[config.mk]
export PLATFORM = sky130hd
export DESIGN_NAME = irq_trap_sequencer_flat
export DESIGN_NICKNAME = d
export VERILOG_FILES = /design/src/rtl/irq_trap_sequencer_pkg.sv /design/src/rtl/irq_trap_sequencer_if.sv /design/src/rtl/irq_trap_sequencer_irq_sync.sv /design/src/rtl/irq_trap_sequencer.sv /design/src/flat_wrapper.sv
export SDC_FILE = /design/constraint.sdc
export NUM_CORES = 1
export LEC_CHECK = 0
export CAP_MARGIN = 20
export CELL_PAD_IN_SITES_DETAIL_PLACEMENT = 1
export CELL_PAD_IN_SITES_GLOBAL_PLACEMENT = 1
export CORE_MARGIN = 1
export CORE_UTILIZATION = 34
export DETAILED_ROUTE_END_ITERATION = 6
export PLACE_DENSITY_LB_ADDON = 0.25
export SLEW_MARGIN = 25
export SYNTH_ARGS = -nofsm -noshare
export SYNTH_HDL_FRONTEND = slang
export SYNTH_SLANG_ARGS = --single-unit
[constraint.sdc]
create_clock -name clk -period 3.2 [get_ports clk]
set_clock_uncertainty 0.2 [all_clocks]
set_input_delay 0.32 -clock clk [delete_from_list [all_inputs] [get_ports clk]]
set_output_delay 0.32 -clock clk [all_outputs]
set_load 0.005 [all_outputs]
[src/rtl/irq_trap_sequencer_pkg.sv]
// Shared machine-mode definitions: privilege levels, interrupt cause codes,
// trap sequencer state encoding and the fixed-priority cause picker.
package irq_trap_sequencer_pkg;

    localparam logic [1:0] M_MODE = 2'b11;
    localparam logic [1:0] S_MODE = 2'b01;
    localparam logic [1:0] U_MODE = 2'b00;

    localparam logic [5:0] CAUSE_MEI = 6'd11;
    localparam logic [5:0] CAUSE_MSI = 6'd3;
    localparam logic [5:0] CAUSE_MTI = 6'd7;

    typedef enum logic [1:0] {
        ST_IDLE  = 2'b00,
        ST_ARM   = 2'b01,
        ST_TAKE  = 2'b10,
        ST_FLUSH = 2'b11
    } trap_state_t;

    // masked = {MEI, MTI, MSI}; MEI > MSI > MTI
    function automatic logic [5:0] pick_cause(input logic [2:0] masked);
        logic [5:0] cause;
        cause = 6'd0;
        if (masked[2])
            cause = CAUSE_MEI;
        else if (masked[0])
            cause = CAUSE_MSI;
        else if (masked[1])
            cause = CAUSE_MTI;
        return cause;
    endfunction

endpackage

[src/rtl/irq_trap_sequencer_if.sv]
// Interrupt request, CSR and pipeline-control bundle between the trap
// sequencer (slave) and the core/CSR side (master).
interface irq_trap_sequencer_if;

    logic        ext_irq_req;
    logic        tmr_irq_req;
    logic        sw_irq_req;
    logic        csr_meie;
    logic        csr_mtie;
    logic        csr_msie;
    logic        csr_rmie;
    logic        g_exception;
    logic        cmd_mret_ex;
    logic        jump_in_ex;
    logic        stall;
    logic [29:0] csr_mtvec_ex;

    logic [2:0]  irq_pend;
    logic        g_interrupt;
    logic [1:0]  g_interrupt_priv;
    logic [5:0]  irq_cause;
    logic        int_hold;
    logic        int_jump;
    logic [29:0] int_jump_adr;
    logic        int_flush;

    modport slave (
        input  ext_irq_req, tmr_irq_req, sw_irq_req,
        input  csr_meie, csr_mtie, csr_msie, csr_rmie,
        input  g_exception, cmd_mret_ex, jump_in_ex, stall, csr_mtvec_ex,
        output irq_pend, g_interrupt, g_interrupt_priv, irq_cause,
        output int_hold, int_jump, int_jump_adr, int_flush
    );

    modport master (
        output ext_irq_req, tmr_irq_req, sw_irq_req,
        output csr_meie, csr_mtie, csr_msie, csr_rmie,
        output g_exception, cmd_mret_ex, jump_in_ex, stall, csr_mtvec_ex,
        input  irq_pend, g_interrupt, g_interrupt_priv, irq_cause,
        input  int_hold, int_jump, int_jump_adr, int_flush
    );

endinterface

[src/rtl/irq_trap_sequencer_irq_sync.sv]
// Multi-flop synchroniser for the asynchronous external IRQ level.
module irq_trap_sequencer_irq_sync #(
    parameter int SYNC_STAGES = 2
) (
    input  logic clk,
    input  logic rst_n,
    input  logic i_async,
    output logic o_sync
);

    logic [SYNC_STAGES-1:0] r_chain;

    always_ff @(posedge clk or negedge rst_n) begin
        if (!rst_n)
            r_chain <= '0;
        else
            r_chain <= {r_chain[SYNC_STAGES-2:0], i_async};
    end

    assign o_sync = r_chain[SYNC_STAGES-1];

endmodule

[src/rtl/irq_trap_sequencer.sv]
// Machine-mode interrupt arbiter and trap-entry sequencer.
//   state    | meaning
//   ST_IDLE  | no trap in progress, watching take_ok
//   ST_ARM   | IF/ID held, waiting for a quiet EX to latch cause and target
//   ST_TAKE  | one-cycle trap pulse, PC redirect, flush starts
//   ST_FLUSH | flush held for the remaining FLUSH_CYCLES-1 cycles
module irq_trap_sequencer
    import irq_trap_sequencer_pkg::*;
#(
    parameter int SYNC_STAGES  = 2,
    parameter int FLUSH_CYCLES = 2
) (
    input logic                 clk,
    input logic                 rst_n,
    irq_trap_sequencer_if.slave bus
);

    localparam logic [3:0] FLUSH_LOAD = 4'(FLUSH_CYCLES - 1);

    trap_state_t r_state;
    trap_state_t w_state_nxt;
    logic [3:0]  r_cnt;
    logic [5:0]  r_irq_cause;
    logic [29:0] r_jump_adr;

    logic        w_ext_sync;
    logic [2:0]  w_pend;
    logic [2:0]  w_masked;
    logic        w_take_ok;
    logic [5:0]  w_cause;
    logic        w_latch;
    logic        w_load;
    logic        w_dec;
    logic        w_g_int;
    logic        w_hold;
    logic        w_jump;
    logic        w_flush;

    irq_trap_sequencer_irq_sync #(
        .SYNC_STAGES(SYNC_STAGES)
    ) u_ext_sync (
        .clk     (clk),
        .rst_n   (rst_n),
        .i_async (bus.ext_irq_req),
        .o_sync  (w_ext_sync)
    );

    assign w_pend    = {w_ext_sync, bus.tmr_irq_req, bus.sw_irq_req};
    assign w_masked  = w_pend & {bus.csr_meie, bus.csr_mtie, bus.csr_msie};
    assign w_take_ok = (|w_masked) & bus.csr_rmie;
    assign w_cause   = pick_cause(w_masked);

    always_comb begin
        w_state_nxt = r_state;
        w_latch     = 1'b0;
        w_load      = 1'b0;
        w_dec       = 1'b0;
        w_g_int     = 1'b0;
        w_hold      = 1'b0;
        w_jump      = 1'b0;
        w_flush     = 1'b0;
        case (r_state)
            ST_IDLE: begin
                // a same-cycle exception or mret owns the pipeline this cycle
                if (w_take_ok && !bus.g_exception && !bus.cmd_mret_ex)
                    w_state_nxt = ST_ARM;
            end
            ST_ARM: begin
                w_hold = 1'b1;
                if (!w_take_ok) begin
                    w_state_nxt = ST_IDLE;
                end else if (!bus.stall && !bus.jump_in_ex && !bus.g_exception) begin
                    w_latch     = 1'b1;
                    w_state_nxt = ST_TAKE;
                end
            end
            ST_TAKE: begin
                w_g_int     = 1'b1;
                w_jump      = 1'b1;
                w_flush     = 1'b1;
                w_hold      = 1'b1;
                w_load      = 1'b1;
                w_state_nxt = (FLUSH_CYCLES > 1) ? ST_FLUSH : ST_IDLE;
            end
            ST_FLUSH: begin
                w_flush = 1'b1;
                w_hold  = 1'b1;
                w_dec   = 1'b1;
                // the TAKE cycle already counted as the first flush cycle
                if (r_cnt <= 4'd1)
                    w_state_nxt = ST_IDLE;
            end
            default: w_state_nxt = ST_IDLE;
        endcase
    end

    always_ff @(posedge clk or negedge rst_n) begin
        if (!rst_n) begin
            r_state     <= ST_IDLE;
            r_cnt       <= 4'd0;
            r_irq_cause <= 6'd0;
            r_jump_adr  <= 30'd0;
        end else begin
            r_state <= w_state_nxt;
            if (w_load)
                r_cnt <= FLUSH_LOAD;
            else if (w_dec && (r_cnt != 4'd0))
                r_cnt <= r_cnt - 4'd1;
            if (w_latch) begin
                r_irq_cause <= w_cause;
                r_jump_adr  <= bus.csr_mtvec_ex;
            end
        end
    end

    assign bus.irq_pend         = w_pend;
    assign bus.g_interrupt      = w_g_int;
    assign bus.g_interrupt_priv = M_MODE;
    assign bus.irq_cause        = r_irq_cause;
    assign bus.int_hold         = w_hold;
    assign bus.int_jump         = w_jump;
    assign bus.int_jump_adr     = r_jump_adr;
    assign bus.int_flush        = w_flush;

endmodule
[src/flat_wrapper.sv]
// flat-port wrapper written by rule: the top's interface ports become plain ports
module irq_trap_sequencer_flat import irq_trap_sequencer_pkg::*;
#(
    parameter int SYNC_STAGES  = 2,
    parameter int FLUSH_CYCLES = 2
)
  (clk, rst_n, bus_ext_irq_req, bus_tmr_irq_req, bus_sw_irq_req, bus_csr_meie, bus_csr_mtie, bus_csr_msie, bus_csr_rmie, bus_g_exception, bus_cmd_mret_ex, bus_jump_in_ex, bus_stall, bus_csr_mtvec_ex, bus_irq_pend, bus_g_interrupt, bus_g_interrupt_priv, bus_irq_cause, bus_int_hold, bus_int_jump, bus_int_jump_adr, bus_int_flush);
  irq_trap_sequencer_if bus_i ();
  input logic clk;
  input logic rst_n;
  input wire logic [$bits(bus_i.ext_irq_req)-1:0] bus_ext_irq_req;
  input wire logic [$bits(bus_i.tmr_irq_req)-1:0] bus_tmr_irq_req;
  input wire logic [$bits(bus_i.sw_irq_req)-1:0] bus_sw_irq_req;
  input wire logic [$bits(bus_i.csr_meie)-1:0] bus_csr_meie;
  input wire logic [$bits(bus_i.csr_mtie)-1:0] bus_csr_mtie;
  input wire logic [$bits(bus_i.csr_msie)-1:0] bus_csr_msie;
  input wire logic [$bits(bus_i.csr_rmie)-1:0] bus_csr_rmie;
  input wire logic [$bits(bus_i.g_exception)-1:0] bus_g_exception;
  input wire logic [$bits(bus_i.cmd_mret_ex)-1:0] bus_cmd_mret_ex;
  input wire logic [$bits(bus_i.jump_in_ex)-1:0] bus_jump_in_ex;
  input wire logic [$bits(bus_i.stall)-1:0] bus_stall;
  input wire logic [$bits(bus_i.csr_mtvec_ex)-1:0] bus_csr_mtvec_ex;
  output wire logic [$bits(bus_i.irq_pend)-1:0] bus_irq_pend;
  output wire logic [$bits(bus_i.g_interrupt)-1:0] bus_g_interrupt;
  output wire logic [$bits(bus_i.g_interrupt_priv)-1:0] bus_g_interrupt_priv;
  output wire logic [$bits(bus_i.irq_cause)-1:0] bus_irq_cause;
  output wire logic [$bits(bus_i.int_hold)-1:0] bus_int_hold;
  output wire logic [$bits(bus_i.int_jump)-1:0] bus_int_jump;
  output wire logic [$bits(bus_i.int_jump_adr)-1:0] bus_int_jump_adr;
  output wire logic [$bits(bus_i.int_flush)-1:0] bus_int_flush;
  assign bus_i.ext_irq_req = bus_ext_irq_req;
  assign bus_i.tmr_irq_req = bus_tmr_irq_req;
  assign bus_i.sw_irq_req = bus_sw_irq_req;
  assign bus_i.csr_meie = bus_csr_meie;
  assign bus_i.csr_mtie = bus_csr_mtie;
  assign bus_i.csr_msie = bus_csr_msie;
  assign bus_i.csr_rmie = bus_csr_rmie;
  assign bus_i.g_exception = bus_g_exception;
  assign bus_i.cmd_mret_ex = bus_cmd_mret_ex;
  assign bus_i.jump_in_ex = bus_jump_in_ex;
  assign bus_i.stall = bus_stall;
  assign bus_i.csr_mtvec_ex = bus_csr_mtvec_ex;
  assign bus_irq_pend = bus_i.irq_pend;
  assign bus_g_interrupt = bus_i.g_interrupt;
  assign bus_g_interrupt_priv = bus_i.g_interrupt_priv;
  assign bus_irq_cause = bus_i.irq_cause;
  assign bus_int_hold = bus_i.int_hold;
  assign bus_int_jump = bus_i.int_jump;
  assign bus_int_jump_adr = bus_i.int_jump_adr;
  assign bus_int_flush = bus_i.int_flush;
  irq_trap_sequencer #(.SYNC_STAGES(SYNC_STAGES), .FLUSH_CYCLES(FLUSH_CYCLES)) u_core (.clk(clk), .rst_n(rst_n), .bus(bus_i));
endmodule
==> key figures <==
Yosys
  – Multiplexer share of the synthesized area: 24.3%
  – Simple-gate share of the synthesized area: 6.23%
  – Synthesized cell area: ~1900 um^2
  – Yosys warnings: 0
  – Largest family of logic cells by synthesized area: multiplexers
  – Cell count after synthesis: approximately 130
  – Adder-Cell Fraction of Synth Area: 1.99%
  – Main synth FF type: dfrtp_1
  – Number of synthesized flops with an enable pin: 0
  – Async S/R FF share, synth: 100%
  – Xor-xnor portion of the synthesized cell area: 0%
  – Post-synthesis compound-gate area fraction: 5.56%
  – Synthesized flop and latch total: between 40 and 50
  – Count of cell types in the netlist: 33
  – Sequential area share after synthesis: between 50% and 60%
  – Syn Area/Cell: 14.4 um^2

Drt
  – DR vias/cell: 4.67
  – 1st-iter DRT viols: 65
  – Remaining DRCs: 0
  – DRT Wirelength: 4570 um
  – Wirelength per Cell: approximately 16 um
  – Post-route ant nets: 0
  – Vias: between 1k and 1.5k
  – 1st-pass router iterations: 4

Worst setup path
  – Setup CP Type: register to output port
  – Max FO, Critical Path: 11
  – Cell Chain, Critical Path: inv_1 > nor2_1 > clkdlybuf4s50_1
  – Endpoint class of the critical path: output port
  – CP startpoint kind: register
  – Worst Path Arrival: 1670 ps
  – CP required: 2680 ps
  – Worst path top cell family by delay: buffers and inverters
  – Worst Path Buf+Inv: 2
  – CP max-delay cell: dfrtp_1
  – CP max stage delay: approximately 530 ps

STA
  – Slew Limit Fails: 0
  – Worst-Margin Slew: 915 ps
  – Max Clk Rate: 457 MHz
  – Relative slew slack: 39.0%
  – Setup TNS: 0 ps
  – Final worst path period share: 68.4%
  – RSZ-0062 raised after global routing: false
  – Fin crit period: 2190 ps
  – Fin. Hold Viols: 0
  – Setup violators final: 0

Global route
  – GR Overflow Total: 0
  – Vias in the first global route: 1536
  – Global-route wire length before repair: 7720 um
  – Global Route Usage Sum: 17.0%
  – Largest net degree at the start of global routing: 42
  – Initial antenna violation count: 0

Finish
  – Fillers: 527
  – Commonest non-fill, non-tap cell in the layout: clkdlybuf4s50_1
  – Design Area, Final: 2830 um^2
  – Layout cells sized above 1: between 20% and 30%
  – Most frequent cells in the layout: 82 x clkdlybuf4s50_1, 41 x dfrtp_1, 27 x mux2_4
  – Antenna cells: 0
  – P&R area growth vs syn: 49.8%
  – Layout Nets: roughly 260

Power
  – Peak supply drop: between 0.2 and 0.3 mV
  – Power Density: 687 nW/um^2
  – LEAKAGE: 1.24 nW

Floorplan
  – FP Rows: 26
  – Io pins: 88
  – Core area: approximately 5200 um^2
  – Die H: 76.5 um
  – Die area: roughly 5900 um^2
  – Die X: between 70 and 80 um
  – Initial core utilization: 36.1%

Clocking
  – # Post-CTS Setup Buffers: 0
  – Clock Path Buffers: 2
  – Worst-Skew Late Latency: 290 ps
  – Hold Buf Count CTS: 1
  – Clk sinks: 41
  – Reg clk slew, reported paths: 80 ps
  – H-tree Lvls: 2
  – CTS Root Cell: clkbuf_8
  – CTS Buf Count: 5
  – Post-cts sizing count: 0
  – CTS tree: done

Place
  – Port Buffers: a little over 80
  – Routability cong.: 0.789
  – Post-DP HPWL: 3320 um
  – Placed Area: 2720 um^2

Worst hold path
  – Classification of the worst-slack hold path: register to register

Outcome
  – Status: complete, no violations

Flow run
  – Max Cap Viol: 0
## cell usage after synthesis (2+ instances only)
cell type	n	area, um^2
dfrtp_1	41	1030
mux2_4	27	405
buf_4	9	67.6
inv_1	6	22.5
o21ai_0	4	20.0
buf_6	3	33.8
ha_1	3	37.5
mux2_2	3	33.8
nand2_1	3	11.3
nor3_1	3	15.0
clkbuf_1	2	7.51
conb_1	2	7.51
mux2i_1	2	20.0
nor2_1	2	7.51
o2bb2ai_1	2	17.5
or3b_2	2	17.5
## flip-flops by register name, summed over array words and instances, names as in the netlist, named ones only
register,cells
u_core.bus.irq_cause,3
u_core.r_cnt,4
u_core.r_state,1
u_core.bus.int_jump_adr,30
u_core.u_ext_sync.r_chain,2
## cell type report
cell class / instances / area (um^2) / area share (%)
flip-flops and latches: 41 / 1030 / 36.3
multi-input cells: 71 / 734 / 26.0
inverters: 6 / 22.5 / 0.796
repair buffers: 85 / 856 / 30.2
well taps: 70 / 87.6 / 3.09
clock inverters: 2 / 35.0 / 1.24
clock buffers: 5 / 68.8 / 2.43
## report_power, final
group / internal (mW) / switching [mW] / leakage [nW] / total [mW]
Clock: 0.227 / 0.178 / 0.0540 / 0.405
Sequential: 0.673 / 0.127 / 0.547 / 0.800
Combinational: 0.511 / 0.229 / 0.641 / 0.740
## metrics by stage
step | utilization, % | cells | hold WS, ps | total power, mW | worst slack, ps
2_1_floorplan | - | 133 | -176 | 1.12 | 1340
3_3_place_gp | 51.9 | 272 | 134 | 1.51 | 887
3_5_place_dp | 51.9 | 272 | 142 | 1.55 | 854
4_1_cts | 54.0 | 280 | 160 | 1.98 | 975
5_1_grt | 54.0 | 280 | 168 | 2.07 | 920
6_report | 54.0 | 280 | 156 | 1.95 | 1010
## worst paths after layout
| kind | slack (ps) | startpoint | end | depth (start not counted) |
|---|---|---|---|---|
| setup / recovery | 1010 | register | bus_g_interrupt | 3 |
| hold / removal | 160 | u_core.u_ext_sync.r_chain[0]$_DFF_PN0_ | u_core.u_ext_sync.r_chain[1]$_DFF_PN0_ | 0 |
| setup reg to reg | 1250 | register | u_core.bus.int_jump_adr[13]$_DFFE_PN0P_ | 4 |
| hold reg to reg | 160 | u_core.u_ext_sync.r_chain[0]$_DFF_PN0_ | u_core.u_ext_sync.r_chain[1]$_DFF_PN0_ | 0 |
| max in group asynchronous | 1730 | rst_n | u_core.bus.int_jump_adr[11]$_DFFE_PN0P_ | 2 |
| min in group asynchronous | 490 | rst_n | u_core.r_cnt[3]$_DFFE_PN0P_ | 2 |
## worst reg2reg max path, cell delays in order (launching register included)
cell and delay [ps]:
dfrtp_1 500, nand3b_1 290, nor3_4 200, buf_12 270, mux2_2 390
## per-layer routing
layer / GRT usage, % / vias up / part of all wire, %
li1: - / 595 / -
met1: 19.7 / 633 / 41
met2: 27.6 / 73 / 47
met3: 7.78 / 7 / 10
met4: 5.77 / 0 / 1.6
met5: 0 / - / 0
## kinds of logic (layout without fill, tap and decap cells)
kind of cell	Yosys count	after routing
DFF	41	41
muxes	32	32
buffers and inverters	21	98
and+or+nand+nor	18	18
AOI/OAI and AO/OA	14	14
adders and majority gates	3	3
other	2	4
(Power assumes the default switching activity.)
==> RTL change 1, RTL diff (config.mk and constraints unchanged) <==
`SYNC_STAGES` is set to 2 in 3 places; all go to 4.
--- a/src/rtl/irq_trap_sequencer_irq_sync.sv
+++ b/src/rtl/irq_trap_sequencer_irq_sync.sv
@@ -1,6 +1,6 @@
 // Multi-flop synchroniser for the asynchronous external IRQ level.
 module irq_trap_sequencer_irq_sync #(
-    parameter int SYNC_STAGES = 2
+    parameter int SYNC_STAGES = 4
 ) (
     input  logic clk,
     input  logic rst_n,
--- a/src/rtl/irq_trap_sequencer.sv
+++ b/src/rtl/irq_trap_sequencer.sv
@@ -7,7 +7,7 @@
 module irq_trap_sequencer
     import irq_trap_sequencer_pkg::*;
 #(
-    parameter int SYNC_STAGES  = 2,
+    parameter int SYNC_STAGES  = 4,
     parameter int FLUSH_CYCLES = 2
 ) (
     input logic                 clk,
--- a/src/flat_wrapper.sv
+++ b/src/flat_wrapper.sv
@@ -1,7 +1,7 @@
 // flat-port wrapper written by rule: the top's interface ports become plain ports
 module irq_trap_sequencer_flat import irq_trap_sequencer_pkg::*;
 #(
-    parameter int SYNC_STAGES  = 2,
+    parameter int SYNC_STAGES  = 4,
     parameter int FLUSH_CYCLES = 2
 )
   (clk, rst_n, bus_ext_irq_req, bus_tmr_irq_req, bus_sw_irq_req, bus_csr_meie, bus_csr_mtie, bus_csr_msie, bus_csr_rmie, bus_g_exception, bus_cmd_mret_ex, bus_jump_in_ex, bus_stall, bus_csr_mtvec_ex, bus_irq_pend, bus_g_interrupt, bus_g_interrupt_priv, bus_irq_cause, bus_int_hold, bus_int_jump, bus_int_jump_adr, bus_int_flush);
Behaviour: not the same (Yosys sat finds a counterexample within 4 cycles, from zero or initial values and one cycle with rst_n low).
==> RTL change 1 against the unedited design <==
Largest power group unchanged. Global-route usage fell by 1.6 points. Count of clock-buffer cells in the layout did not move. Core utilization fell by 0.73 points. Synthesized area fell by 2.8%. Worst setup slack got worse by 31 ps. Total power fell by 7.9%. Routed wire length fell by 9.1%. Cell area fell by 3.2%. Sequential cell count rose by 2.
==> RTL change 1: results (changes against the unedited design) <==
[global_route]
grt_max_degree = 44  ; was 42
grt_usage = 0.153  ; was 0.170

[placed_design]
hpwl_um = 3040  ; was 3320 um
place_ws_ps = 723  ; was 854 ps
gp_congestion = 0.800  ; was 0.789
dp_cells = 274  ; was 272
placed_area_sq_mm = 0.00265  ; was 0.00272 sq mm

[yosys]
synthAdderAreaFrac = 0.0204  ; was 0.0199
synth_compound_area_frac = 0.0565  ; was 0.0556
synth_area_leaders = dfrtp_1, mux2_2, buf_4  ; was dfrtp_1, mux2_4, buf_4
synthMuxAreaShare = 0.195  ; was 0.243
syn_inst = 133  ; was 131

[layout]
drive_gt1_frac = 0.199  ; was 0.219
buffer_area_frac = 0.309  ; was 0.302
area_growth_pct = 49.2  ; was 49.8%
seq_area_frac = 0.393  ; was 0.363
nNetsFinal = 258  ; was 256

[setup_path]
crit_arrival_ps = 1700  ; was 1670 ps
regToRegSetupSlack_ps = 1070  ; was 1250 ps
r2r_end = u_core.bus.int_jump_adr[19]  ; was u_core.bus.int_jump_adr[13]
slowest_delay_ps = 560  ; was 530 ps

[hold_path]
whs_endpoint = u_core.u_ext_sync.r_chain[3]  ; was u_core.u_ext_sync.r_chain[1]
hold_start = u_core.u_ext_sync.r_chain[2]  ; was u_core.u_ext_sync.r_chain[0]

[timing]
tightest_slew_ps = 613  ; was 915 ps

[power_and_ir_drop]
p_int_uw = 1290  ; was 1410 uW
ir_worst_vdd_mv = 0.293  ; was 0.272 mV

[routing]
vias_per_cell = 4.68  ; was 4.67

[outcome]
status = finished, final reports clean  ; unchanged

RTL change 1: layer usage:
layer	track usage	part of all wire	vias up
met2	0.259	0.49	65
met5	0	0	-
li1	-	-	601
met3	0.0648	0.10	6
met4	0.0432	0.011	0
met1	0.179	0.40	643
RTL change 1: power by group through the flow:
stage | clock network (uW) | logic (uW) | registers, uW
after floorplan | 0 | 278 | 800
after global placement | 0 | 645 | 810
after detailed placement | 0 | 671 | 823
after CTS | 333 | 675 | 817
after global routing | 352 | 730 | 838
final | 316 | 663 | 813
RTL change 1: how the worst max path moves through the flow:
stage                                  to  slack (ps)  depth (start not counted)
3_3_place_gp   u_core.bus.int_jump_adr[4]         770                          5
2_1_floorplan  u_core.bus.int_jump_adr[0]        1330                          4
3_5_place_dp   u_core.bus.int_jump_adr[0]         720                          5
4_1_cts                   bus_g_interrupt         960                          3
5_1_grt                      bus_int_jump         870                          3
6_report                  bus_g_interrupt         980                          3
==> RTL change 2, RTL diff (same settings) <==
Without the edit above. Re-encode `trap_state_t` (4 states) as one-hot, 4 bits wide.
--- a/src/rtl/irq_trap_sequencer_pkg.sv
+++ b/src/rtl/irq_trap_sequencer_pkg.sv
@@ -10,11 +10,11 @@
     localparam logic [5:0] CAUSE_MSI = 6'd3;
     localparam logic [5:0] CAUSE_MTI = 6'd7;
 
-    typedef enum logic [1:0] {
-        ST_IDLE  = 2'b00,
-        ST_ARM   = 2'b01,
-        ST_TAKE  = 2'b10,
-        ST_FLUSH = 2'b11
+    typedef enum logic [3:0] {
+        ST_IDLE  = 4'b0001,
+        ST_ARM   = 4'b0010,
+        ST_TAKE  = 4'b0100,
+        ST_FLUSH = 4'b1000
     } trap_state_t;
 
     // masked = {MEI, MTI, MSI}; MEI > MSI > MTI
Behaviour: same outputs for any inputs over 10 cycles, from zero or initial values and one cycle with rst_n low; not proved beyond that.
==> RTL change 2 against the unedited design <==
Largest cell class unchanged. Cell area increased by 5.4%. Routed wire length increased by 5.2%. Worst setup slack got worse by 520 ps. Sequential cell count increased by 2. Synthesized area increased by 5.9%. Via count increased by 6.9%. Highest routed layer unchanged.
Power is not compared: it rests on default switching activity, and its combinational part moved more than twofold at a synthesized area within 25%.
==> RTL change 2: results (changes against the unedited design) <==
[setup_path]
regToRegSetupSlack_ps = 1080  ; was 1250 ps
r2r_end = u_core.bus.int_jump_adr[14]  ; was u_core.bus.int_jump_adr[13]
r2r-start = u_core.r_state[2]
crit_arrival_ps = 2180  ; was 1670 ps
reg2regPathDepth = 4  ; unchanged
critical_path_peak_fanout = 6  ; was 11

[outcome]
status = finished, final reports clean  ; unchanged

[layout]
nNetsFinal = 267  ; was 256
drive_gt1_frac = 0.198  ; was 0.219

[power_and_ir_drop]
ir_worst_vdd_mv = 0.214

[global_route]
grt.met3_usage = 0.0437  ; was 0.0778
antenna_found_initial = 0  ; unchanged
grt.met2_usage = 0.278  ; was 0.276
grt_pass1_vias = 1456  ; was 1,536
grt_util_met1 = 0.201  ; was 0.197
grt_usage = 0.165  ; was 0.170
grt_max_degree = 44  ; was 42

[timing]
tightest_slew_ps = 565  ; was 915 ps

[routing]
dr.pass1.iters = 4  ; unchanged
vias_per_cell = 4.76  ; was 4.67
num_vias = 1398  ; was 1,308
wirelength_um = 4800  ; was 4570 um
drt_iter0_drc = 54  ; was 65

[placed_design]
hpwl_um = 3460  ; was 3320 um
gp_congestion = 0.801  ; was 0.789
dp_cells = 285  ; was 272

[yosys]
avgSynthCellArea_sq_um = 14.3  ; was 14.4 sq um
synthTopCellsByCount = dfrtp_1, mux2_4, buf_4  ; unchanged
synth_area_leaders = dfrtp_1, mux2_4, buf_4  ; unchanged
ys_seq_area_frac = 0.538  ; was 0.543
synth.distinct_cells = 36  ; was 33

[clock_tree]
insertion_delay_ps = 290  ; about the same
cts_buffers = 5  ; unchanged
htree_levels = 2  ; unchanged

[hold_path]
hold_start = u_core.u_ext_sync.r_chain[0]  ; unchanged

-- RTL change 2: cell type report --
class                           instances  area [sq um]
Clock buffer                            6          72.6
Clock inverter                          2          60.1
Fill cell                             561          2590
Inverter                                5          18.8
Multi-Input combinational cell         81           806
Sequential cell                        43          1080
Tap cell                               72          90.1
Timing Repair Buffer                   85           858
-- RTL change 2: how the worst max path moves through the flow --
stage                       from                          end  slack, ps  depth (start not counted)
2_1_floorplan  u_core.r_state[2]   u_core.bus.int_jump_adr[0]       1280                          5
3_3_place_gp      bus_jump_in_ex  u_core.bus.int_jump_adr[15]        800                          5
3_5_place_dp      bus_jump_in_ex  u_core.bus.int_jump_adr[14]        770                          5
4_1_cts        u_core.r_state[1]                 bus_int_hold        500                          4
5_1_grt        u_core.r_state[1]                 bus_int_hold        410                          4
6_report       u_core.r_state[1]                 bus_int_hold        500                          4
-- RTL change 2: cell families (layout without fill, tap and decap cells) --
kind of cell	after synthesis	after routing	share of synthesized area
other	2	4	0.00375
multiplexers	32	32	0.232
AND/OR/NAND/NOR	29	29	0.101
flip-flops	43	43	0.538
adder cells (fa/ha/maj)	3	3	0.0188
AO/OA/AOI/OAI	13	13	0.0432
buffers and inverters	18	98	0.0625
-- RTL change 2: timing repair --
item / CTS / global route
hold endpoints to repair: 12 / 0
hold buffers: 1 / 0
gates resized for setup: 0 / 0
-- RTL change 2: power breakdown --
| group | switching (uW) | internal, uW |
|---|---|---|
| combinational | 29.1 | 61.0 |
| clock | 179 | 312 |
| sequential | 3.78 | 548 |
| total | 212 | 921 |
-- RTL change 2: metal layers --
| layer | vias to the layer above | wire (um) |
|---|---|---|
| met4 | 0 | 89 |
| met3 | 9 | 271 |
| met1 | 696 | 2060 |
| li1 | 643 | - |
| met2 | 50 | 2380 |
| met5 | - | 0 |
-- RTL change 2: metrics by stage --
step                       util  instance area, sq um  setup slack, ps  power, uW  hold WS [ps]
after global placement    0.509                  2840              801        649           134
final                     0.535                  2980              496       1130           165
after global routing      0.535                  2980              407       1180           170
after detailed placement  0.509                  2840              773        651           146
after CTS                 0.535                  2980              498       1150           164
after floorplan               -                  2010             1280        581          -176
-- RTL change 2: worst max-delay path: stages, from the launching register on --
cell	delay, ps
dfrtp_1	450
or4b_1	600
inv_1	200
or3_1	150
clkdlybuf4s50_1	500
